**src/rtl/sprite_pkg.sv**
```systemverilog
// Shared constants for the sprite ROM arbiter: ROM geometry, the transparent key
// colour and the requester ID assignments.
package sprite_pkg;

  localparam int ROW_W   = 4;
  localparam int COL_W   = 5;
  localparam int COLOR_W = 12;

  // White background pixels are drawn transparent.
  localparam logic [COLOR_W-1:0] KEY_COLOR = 12'hFFF;

  localparam int REQ_START_TXT = 0;
  localparam int REQ_MENU      = 1;
  localparam int REQ_OVERLAY   = 2;
  localparam int REQ_SPARE     = 3;

endpackage

```
**src/rtl/sprite_rom_arbiter_rr_pick.sv**
```systemverilog
// Combinational round-robin picker: the first asserted request at or after the
// priority pointer, wrapping modulo NUM_REQ, as a one-hot vector plus index.
module rr_pick #(
  parameter int NUM_REQ = 4,
  parameter int IDX_W   = $clog2(NUM_REQ)
) (
  input  logic [NUM_REQ-1:0] i_req,
  input  logic [IDX_W-1:0]   i_ptr,
  output logic [NUM_REQ-1:0] o_gnt,
  output logic [IDX_W-1:0]   o_idx,
  output logic               o_valid
);

  logic [IDX_W-1:0] w_cand;

  // Scan from the farthest offset down so the nearest requester after ptr wins.
  always_comb begin
    o_gnt   = '0;
    o_idx   = '0;
    o_valid = 1'b0;
    w_cand  = '0;
    for (int k = NUM_REQ - 1; k >= 0; k--) begin
      w_cand = IDX_W'((int'(i_ptr) + k) % NUM_REQ);
      if (i_req[w_cand]) begin
        o_gnt         = '0;
        o_gnt[w_cand] = 1'b1;
        o_idx         = w_cand;
        o_valid       = 1'b1;
      end else begin
        o_valid = o_valid;
      end
    end
  end

endmodule

```
**src/rtl/sprite_rom_arbiter.sv**
```systemverilog
// Round-robin arbiter sharing one registered-address sprite ROM among NUM_REQ
// requesters; returns each lookup's colour tagged with its requester ID.
module sprite_rom_arbiter #(
  parameter int NUM_REQ   = 4,
  parameter int ROW_W     = sprite_pkg::ROW_W,
  parameter int COL_W     = sprite_pkg::COL_W,
  parameter int COLOR_W   = sprite_pkg::COLOR_W,
  parameter int ROM_LAT   = 1,
  parameter int MAX_BURST = 32
) (
  input  logic                       clk,
  input  logic                       rst_n,
  input  logic [NUM_REQ-1:0]         req,
  input  logic [NUM_REQ-1:0]         hold,
  input  logic [NUM_REQ*ROW_W-1:0]   req_row,
  input  logic [NUM_REQ*COL_W-1:0]   req_col,
  output logic [NUM_REQ-1:0]         gnt,
  output logic [ROW_W-1:0]           rom_row,
  output logic [COL_W-1:0]           rom_col,
  input  logic [COLOR_W-1:0]         rom_color,
  output logic                       rsp_valid,
  output logic [$clog2(NUM_REQ)-1:0] rsp_id,
  output logic [COLOR_W-1:0]         rsp_color,
  output logic                       rsp_opaque
);
  import sprite_pkg::*;

  localparam int IDX_W = $clog2(NUM_REQ);
  localparam int CNT_W = (MAX_BURST > 1) ? $clog2(MAX_BURST) : 1;
  localparam logic [COLOR_W-1:0] KEY_C = COLOR_W'(KEY_COLOR);

  logic [IDX_W-1:0]   r_ptr;
  logic [CNT_W-1:0]   r_burst_cnt;
  logic [ROM_LAT-1:0] r_pipe_vld;
  logic [IDX_W-1:0]   r_pipe_id [ROM_LAT];

  logic [NUM_REQ-1:0] w_pick_gnt;
  logic [IDX_W-1:0]   w_pick_idx;
  logic               w_pick_vld;
  logic               w_grant_vld;
  logic [CNT_W-1:0]   w_cnt_eff;
  logic [IDX_W-1:0]   w_ptr_nxt;
  logic [CNT_W-1:0]   w_cnt_nxt;
  logic [ROW_W-1:0]   w_rows [NUM_REQ];
  logic [COL_W-1:0]   w_cols [NUM_REQ];

  rr_pick #(
    .NUM_REQ (NUM_REQ),
    .IDX_W   (IDX_W)
  ) u_rr_pick (
    .i_req   (req),
    .i_ptr   (r_ptr),
    .o_gnt   (w_pick_gnt),
    .o_idx   (w_pick_idx),
    .o_valid (w_pick_vld)
  );

  // No grant may escape while reset is asserted.
  assign w_grant_vld = w_pick_vld & rst_n;
  assign gnt         = w_grant_vld ? w_pick_gnt : '0;

  // Unpack per-requester addresses and steer the winner's onto the ROM port.
  always_comb begin
    rom_row = '0;
    rom_col = '0;
    for (int i = 0; i < NUM_REQ; i++) begin
      w_rows[i] = req_row[i*ROW_W +: ROW_W];
      w_cols[i] = req_col[i*COL_W +: COL_W];
    end
    if (w_grant_vld) begin
      rom_row = w_rows[w_pick_idx];
      rom_col = w_cols[w_pick_idx];
    end else begin
      rom_row = '0;
      rom_col = '0;
    end
  end

  // A nonzero count implies the previous grant went to ptr, so a different winner restarts it.
  assign w_cnt_eff = (w_pick_idx == r_ptr) ? r_burst_cnt : '0;

  // Pointer and burst counter next-state.
  always_comb begin
    w_ptr_nxt = r_ptr;
    w_cnt_nxt = '0;
    if (w_grant_vld) begin
      if (hold[w_pick_idx] && (w_cnt_eff < CNT_W'(MAX_BURST - 1))) begin
        w_ptr_nxt = w_pick_idx;
        w_cnt_nxt = w_cnt_eff + CNT_W'(1);
      end else begin
        w_ptr_nxt = (w_pick_idx == IDX_W'(NUM_REQ - 1)) ? '0 : w_pick_idx + IDX_W'(1);
        w_cnt_nxt = '0;
      end
    end else begin
      w_ptr_nxt = r_ptr;
      w_cnt_nxt = '0;
    end
  end

  // Priority pointer and burst counter registers.
  always_ff @(posedge clk or negedge rst_n) begin
    if (!rst_n) begin
      r_ptr       <= '0;
      r_burst_cnt <= '0;
    end else begin
      r_ptr       <= w_ptr_nxt;
      r_burst_cnt <= w_cnt_nxt;
    end
  end

  // In-flight lookup tags, aligned with the ROM data latency.
  always_ff @(posedge clk or negedge rst_n) begin
    if (!rst_n) begin
      r_pipe_vld <= '0;
      for (int s = 0; s < ROM_LAT; s++) r_pipe_id[s] <= '0;
    end else begin
      r_pipe_vld[0] <= w_grant_vld;
      r_pipe_id[0]  <= w_pick_idx;
      for (int s = 1; s < ROM_LAT; s++) begin
        r_pipe_vld[s] <= r_pipe_vld[s-1];
        r_pipe_id[s]  <= r_pipe_id[s-1];
      end
    end
  end

  // Response register; fields other than the strobe hold between responses.
  always_ff @(posedge clk or negedge rst_n) begin
    if (!rst_n) begin
      rsp_valid  <= 1'b0;
      rsp_id     <= '0;
      rsp_color  <= '0;
      rsp_opaque <= 1'b0;
    end else if (r_pipe_vld[ROM_LAT-1]) begin
      rsp_valid  <= 1'b1;
      rsp_id     <= r_pipe_id[ROM_LAT-1];
      rsp_color  <= rom_color;
      rsp_opaque <= (rom_color != KEY_C);
    end else begin
      rsp_valid  <= 1'b0;
    end
  end

endmodule

```
**config.mk**
```make
export PLATFORM = sky130hd
export DESIGN_NAME = sprite_rom_arbiter
export DESIGN_NICKNAME = d
export VERILOG_FILES = /design/src/rtl/sprite_pkg.sv /design/src/rtl/sprite_rom_arbiter_rr_pick.sv /design/src/rtl/sprite_rom_arbiter.sv
export SDC_FILE = /design/constraint.sdc
export NUM_CORES = 1
export LEC_CHECK = 0
export BUFFER_PORTS_ARGS = -buffer_cell sky130_fd_sc_hd__buf_2
export CAP_MARGIN = 10
export CORE_MARGIN = 3
export CORE_UTILIZATION = 48
export DETAILED_ROUTE_END_ITERATION = 12
export GPL_TIMING_DRIVEN = 0
export HOLD_SLACK_MARGIN = 0.02
export PLACE_DENSITY_LB_ADDON = 0.25
export SLEW_MARGIN = 25
export SYNTH_ARGS = -nofsm -noshare
export SYNTH_HDL_FRONTEND = slang
export SYNTH_SLANG_ARGS = --single-unit
```
**constraint.sdc**
```tcl
create_clock -name clk -period 3.3 [get_ports clk]
set_clock_uncertainty 0.1 [all_clocks]
set_input_delay 0.33 -clock clk [delete_from_list [all_inputs] [get_ports clk]]
set_output_delay 0.33 -clock clk [all_outputs]
set_load 0.005 [all_outputs]
```
==> impl_metrics.toml, run 1 <==
[sta]
period_share_pct = 95.76
slew_viol_final = 0
relSlewSlack_pct = 46.04
fin_ws_ps = 139.9
worst_pin_slew_ps = 786.9
holdWs_ps = 210.9
max_freq_mhz = 316.4
final.setup.tns_ps = 0
finalWorstPathRequiredPeriod_ps = 3160
setup_viol = 0
hold_viol_final = 0

[global_route]
antenna_found_initial = 0
grt_pass1_wl_um = 7997
grt_max_degree = 28
grt_usage_pct = 19.04
grt_pass1_vias = 1781
grt-ovfl-total = 0

[clocking]
cts-buffers-inserted = 3
htree_num_levels = 1
clk_pin_slew_ps = 80
cts_tree = "built"
root_buffer = "clkbuf_8"
cts.sinks = 26
clock_latency_ps = 260
clock_path_buffers = 2

[drt]
wl_um = 4967
num_vias = 1873
firstDrtPassIters = 4
avgRoutedWirePerCell_um = 14.61
postRouteAntennaNets = 0
drc_errors = 0
drt_iter0_drc = 64
avgViaCountPerCell = 5.509

[pwr]
finalPower_w = 0.002007
leakage_nw = 1.306
peakVddDrop_v = 0.0004327
power.density_mw_per_mm2 = 732.7

[placed_design]
post_dp_cell_area_sq_mm = 0.002537
post-place-ws_ps = -151.6
dp_hpwl_um = 3869
globalplace.congestion = 0.8037
port_buffers = 84

[setup_path]
crit_type = "reg -> out"
timing.rr.start = "r_ptr[0]$_DFFE_PN0P_"
crit_path_end = "rom_col[0]"
reg2reg_depth = 13
critical_path_depth = 11
slowest_delay_ps = 520
crit_family = "buffers and inverters"
reg2reg_to = "r_burst_cnt[4]$_DFF_PN0_"
r2r_setup_slack_ps = 240
worstPathCellList = "buf_6, clkinvlp_4, ha_4, buf_6, mux2i_4, nor4_1, or4_1, buf_6, buf_6, a211oi_2, buf_2"
worstPathArrival_ps = 2730
crit_start = "r_ptr[0]$_DFFE_PN0P_"
crit_top_cell = "buf_6"
crit_required_ps = 2870
critPathMaxFanout = 10
cp_num_buf_inv = 6
startpoint_type = "flop"
crit_path_top_delay_cell = "or4_1"
endpoint_kind = "primary output"

[layout]
mostFrequentLayoutCell = "buf_2"
seq_area_sq_um = 651.9
multiInputGateArea_sq_mm = 0.001341
layout_common_cells = "buf_2 (85), mux2_2 (27), dfrtp_1 (25)"
area_growth_pct = 33.31
fin_area_sq_mm = 0.002739
fin_nets = 359
fillerInstances = 332
num_antenna_cells = 0
drive_gt1_share_pct = 55.17

[logic_synthesis]
avgSynthCellArea_sq_um = 10.70
synth_top_family_by_area = "multiplexers"
synth-xor-area-share_pct = 1.705
yosys.area_share.simple_pct = 11.27
syn-cell-area_sq_mm = 0.002054
ys_seq_elements = 26
synth_ff_type = "dfrtp_1"
synthesis.nets = 259
async_reset_ff_share_pct = 100.0
synthMuxAreaShare_pct = 27.22
synthAdderAreaFrac_pct = 5.481
ys_types = 46
syn_inst = 192
synth_warnings = 0
synth_compound_area_share_pct = 16.57
ys_seq_area_share_pct = 31.67
synth-edff-count = 0

[min_path]
min-delay-start = "hold[3]"
hp-class = "in -> reg"
hold_path_depth = 3

[floorplanning]
fp.dieH_um = 71.42
die_x_um = 71.42
die_area_sq_mm = 0.005101
ioPinCount = 87
core.rowCount = 23
start_util_pct = 50.63
core-area_sq_mm = 0.004058

[run]
cap_viol_max_count = 0

[outcome]
status = "finished clean"
## how the worst min path moves through the flow
| stage | to | slack [ps] |
|---|---|---|
| finish | r_ptr[1]$_DFFE_PN0P_ | 210 |
| global route | rsp_color[1]$_DFFE_PN0P_ | 210 |
| CTS | rsp_color[0]$_DFFE_PN0P_ | 200 |
| detailed placement | rsp_color[3]$_DFFE_PN0P_ | 270 |
| global placement | rsp_color[3]$_DFFE_PN0P_ | 260 |
| floorplan | r_burst_cnt[0]$_DFF_PN0_ | -70 |
## kinds of logic after synthesis
family          Yosys count
flops                    26
simple gates             46
xor+xnor                  4
compound gates           37
fa+ha+maj                 9
buf+inv                  18
mux                      52
## where the power goes
part | internal (W) | switching [W] | leakage (nW)
combinational | 0.000721 | 0.000707 | 0.974
sequential | 0.000381 | 0.0000281 | 0.311
clock | 0.0000815 | 0.0000873 | 0.0216
## sequential cells by signal, summed over array words and instances, names as in the netlist
register	flops
r_burst_cnt	5
r_pipe_vld	1
rsp_id	2
rsp_valid	1
rsp_opaque	1
rsp_color	12
r_ptr	2
r_pipe_id	2
## layer usage
metal / GRT usage (%) / vias up / part of all wire [%]
li1: - / 919 / -
met1: 22.93 / 915 / 40
met2: 35.20 / 29 / 56
met3: 3.506 / 10 / 2.6
met4: 3.967 / 0 / 1.4
met5: 0 / - / 0
## cell type report
cell class / count / share of cell area [%]
multi-input combinational: 148 / 48.97
sequential: 26 / 23.80
timing repair buffer: 95 / 18.46
tap: 50 / 2.284
buffer: 13 / 3.929
inverter: 5 / 1.051
clock buffer: 3 / 1.508
## stage by stage
stage	utilization, %	std cells
finish	67.50	340
global route	67.50	340
CTS	65.46	335
detailed placement	62.53	326
global placement	62.53	326
floorplan	-	192
## tightest hold or removal path, stage by stage
cell and delay [ps]:
buf_2 100, nand2_1 50, o2bb2ai_1 50
## Yosys cell counts (2+ instances only)
cell / count / area, sq um
nor4_1: 2 / 12.51
buf_6: 6 / 67.56
clkbuf_1: 3 / 11.26
a2111oi_4: 2 / 55.05
a2111oi_1: 3 / 30.03
buf_4: 2 / 15.01
a22o_1: 4 / 35.03
xor2_1: 2 / 17.52
nor2_1: 14 / 52.55
a211oi_1: 10 / 75.07
and3_1: 5 / 31.28
a21oi_1: 2 / 10.01
o31ai_2: 2 / 25.02
dfrtp_1: 26 / 650.6
mux2_2: 27 / 304.0
nand2_1: 5 / 18.77
a211o_1: 2 / 17.52
nand3_1: 7 / 35.03
nand4_1: 4 / 25.02
xnor2_1: 2 / 17.52
o21ai_0: 4 / 20.02
inv_1: 3 / 11.26
mux2i_1: 24 / 240.2
ha_1: 9 / 112.6
## timing repair
action / in CTS / in global routing
pin swaps: 0 / 3
hold buffers: 1 / 0
buffers inserted: 5 / 5
endpoints found under the hold margin: 26 / 0
gates cloned: 0 / 0
gates resized for setup: 7 / 9
endpoints found under the setup margin: 10 / 10
(Power assumes the default switching activity.)
==> run 2, diff against run 1 <==
BUFFER_PORTS_ARGS = -buffer_cell sky130_fd_sc_hd__clkbuf_2   (was -buffer_cell sky130_fd_sc_hd__buf_2)
==> run 2 against run 1 <==
Compared with the run above:
- sequential cell count unchanged
- final cell count grew 0.88%
- via count is 0.59% higher
- die area is the same
- combinational power up 6%
- critical endpoint is now rom_row[3]
- cell area increased by 2.0%
- core utilization rose by 1.3 points
- fmax shrank 3.2%
- sequential share of layout area decreased by 0.46 points
- routed wire length rose by 5.1%
==> impl_metrics.toml, run 2 (synthesis gave the netlist of run 1 again) <==
[floorplanning]
ioPinCount = 87
die_x_um = 71.42
core.rowCount = 23
fp.dieH_um = 71.42
die_area_sq_mm = 0.005101
core-area_sq_mm = 0.004058
start_util_pct = 50.63

[setup_path]
reg2reg_depth = 13
critPathMaxFanout = 10
worstPathArrival_ps = 2840
crit_start = "r_ptr[0]$_DFFE_PN0P_"
reg2reg_to = "r_burst_cnt[4]$_DFF_PN0_"
slowest_delay_ps = 640
crit_family = "buffers and inverters"
startpoint_type = "flop"
cp_num_buf_inv = 5
endpoint_kind = "primary output"
r2r_setup_slack_ps = 210
worstPathCellList = "buf_8, clkinvlp_4, ha_1, buf_6, mux2_4, a211oi_1, or4_4, buf_6, a211oi_1, buf_2"
timing.rr.start = "r_ptr[0]$_DFFE_PN0P_"
crit_path_top_delay_cell = "or4_4"
crit_required_ps = 2870
crit_type = "reg -> out"

[clocking]
clk_pin_slew_ps = 80
htree_num_levels = 1
cts-buffers-inserted = 3
clock_path_buffers = 2
root_buffer = "clkbuf_8"
clock_latency_ps = 260
cts_tree = "built"
cts.sinks = 26

[pwr]
leakage_nw = 1.331
pwr-share-comb_pct = 72.2
p_seq_share_pct = 19.6
clkPwrFrac_pct = 8.1
power_switching_w = 0.0008691
peakVddDrop_v = 0.0003926
p_int_w = 0.001231
power.density_mw_per_mm2 = 752.0
finalPower_w = 0.002100
swShare_pct = 41.38

[sta]
period_share_pct = 98.96
hold_viol_final = 0
relSlewSlack_pct = 39.05
finalWorstPathRequiredPeriod_ps = 3266
max_freq_mhz = 306.2
worst_pin_slew_ps = 888.8
setup_viol = 0
slew_viol_final = 0
holdWs_ps = 191.6

[min_path]
min-delay-start = "hold[3]"
holdPathEnd = "r_ptr[1]$_DFFE_PN0P_"
hp-class = "in -> reg"
hold_path_depth = 3

[layout]
mostFrequentLayoutCell = "clkbuf_2"
largest-register = "rsp_color"
layout_common_cells = "clkbuf_2 (81), mux2_2 (27), dfrtp_1 (25)"
fin_util_pct = 68.83
drive_gt1_share_pct = 58.02
largest_register_ffs = 12
num_antenna_cells = 0
multiInputGateArea_sq_mm = 0.001373
area_growth_pct = 35.93
seq_area_sq_um = 651.9
reg.largest.list = "rsp_color (12), r_burst_cnt (5)"
fin_cells = 343
fin_nets = 362
fillerInstances = 345
fin_area_sq_mm = 0.002793

[drt]
wl_um = 5219
firstDrtPassIters = 4
avgViaCountPerCell = 5.493
avgRoutedWirePerCell_um = 15.22
postRouteAntennaNets = 0
drc_errors = 0
wl_met3_um = 152
num_vias = 1884
routed-wl-met2_um = 2939
topRoutingLayerUsed = "met4"
wl_met1_um = 2065
drt_iter0_drc = 47

[placed_design]
post_dp_cell_area_sq_mm = 0.002537
dp_hpwl_um = 3900
port_buffers = 84
dp_cells = 326
globalplace.congestion = 0.8060

[global_route]
grt_usage_pct = 19.20
antenna_found_initial = 0
grt-ovfl-total = 0
grt_pass1_vias = 1737
grt_max_degree = 28
grt_pass1_wl_um = 7948

[outcome]
status = "finished clean"

[run]
cap_viol_max_count = 0
==> run 2: cell types whose count changed in the layout (fill, tap and decap cells not counted), sizes merged <==
| cell | before | now |
|---|---|---|
| buf | 103 | 26 |
| clkbuf | 7 | 87 |
==> run 2: through the flow <==
stage          setup TNS, ps  setup WS, ps
3_5_place_dp          -168.1        -168.1
2_1_floorplan              0         271.0
3_3_place_gp          -93.98        -93.98
6_report                   0         34.47
4_1_cts                    0         13.72
5_1_grt               -294.9        -64.74
==> run 2: what timing repair did <==
item	4_1_cts	5_1_grt
setup buffers	4	10
hold endpoints to repair	26	0
gates resized for setup	7	23
endpoints found under the setup margin	10	10
pin swaps	0	2
hold buffers	1	0
cloned	0	0
==> run 2: worst max-delay path by stage <==
stage                     slack, ps  cells past startpoint                  endpoint
after CTS                        10                     11                rom_col[0]
after global routing            -60                     10                rom_row[3]
after floorplan                 270                     13  r_burst_cnt[4]$_DFF_PN0_
after global placement          -90                     13  r_burst_cnt[4]$_DFF_PN0_
after detailed placement       -170                     13  r_burst_cnt[4]$_DFF_PN0_
final                            30                     10                rom_row[3]
==> run 2: worst min-delay path: stages <==
cell and delay, ps:
clkbuf_2 90, nand2_1 50, o2bb2ai_1 50
==> run 2: routing by layer <==
metal | vias to the layer above | track usage [%]
met5 | - | 0
met4 | 0 | 2.714
met3 | 6 | 3.366
met2 | 33 | 35.20
met1 | 913 | 24.02
li1 | 932 | -
==> run 2: final cells by class <==
class | count | area share, %
multi-input cells | 148 | 49.15
flip-flops and latches | 26 | 23.34
repair buffers | 99 | 19.18
plain buffers | 12 | 3.584
well taps | 50 | 2.240
clock buffers | 3 | 1.478
inverters | 5 | 1.030
==> run 2: power groups by stage <==
stage | combinational [W] | clock, W | sequential [W]
2_1_floorplan | 0.000946 | 0 | 0.000423
3_3_place_gp | 0.00122 | 0 | 0.000425
3_5_place_dp | 0.00124 | 0 | 0.000428
4_1_cts | 0.00133 | 0.000177 | 0.000411
5_1_grt | 0.00164 | 0.000186 | 0.000418
6_report | 0.00152 | 0.000171 | 0.000412
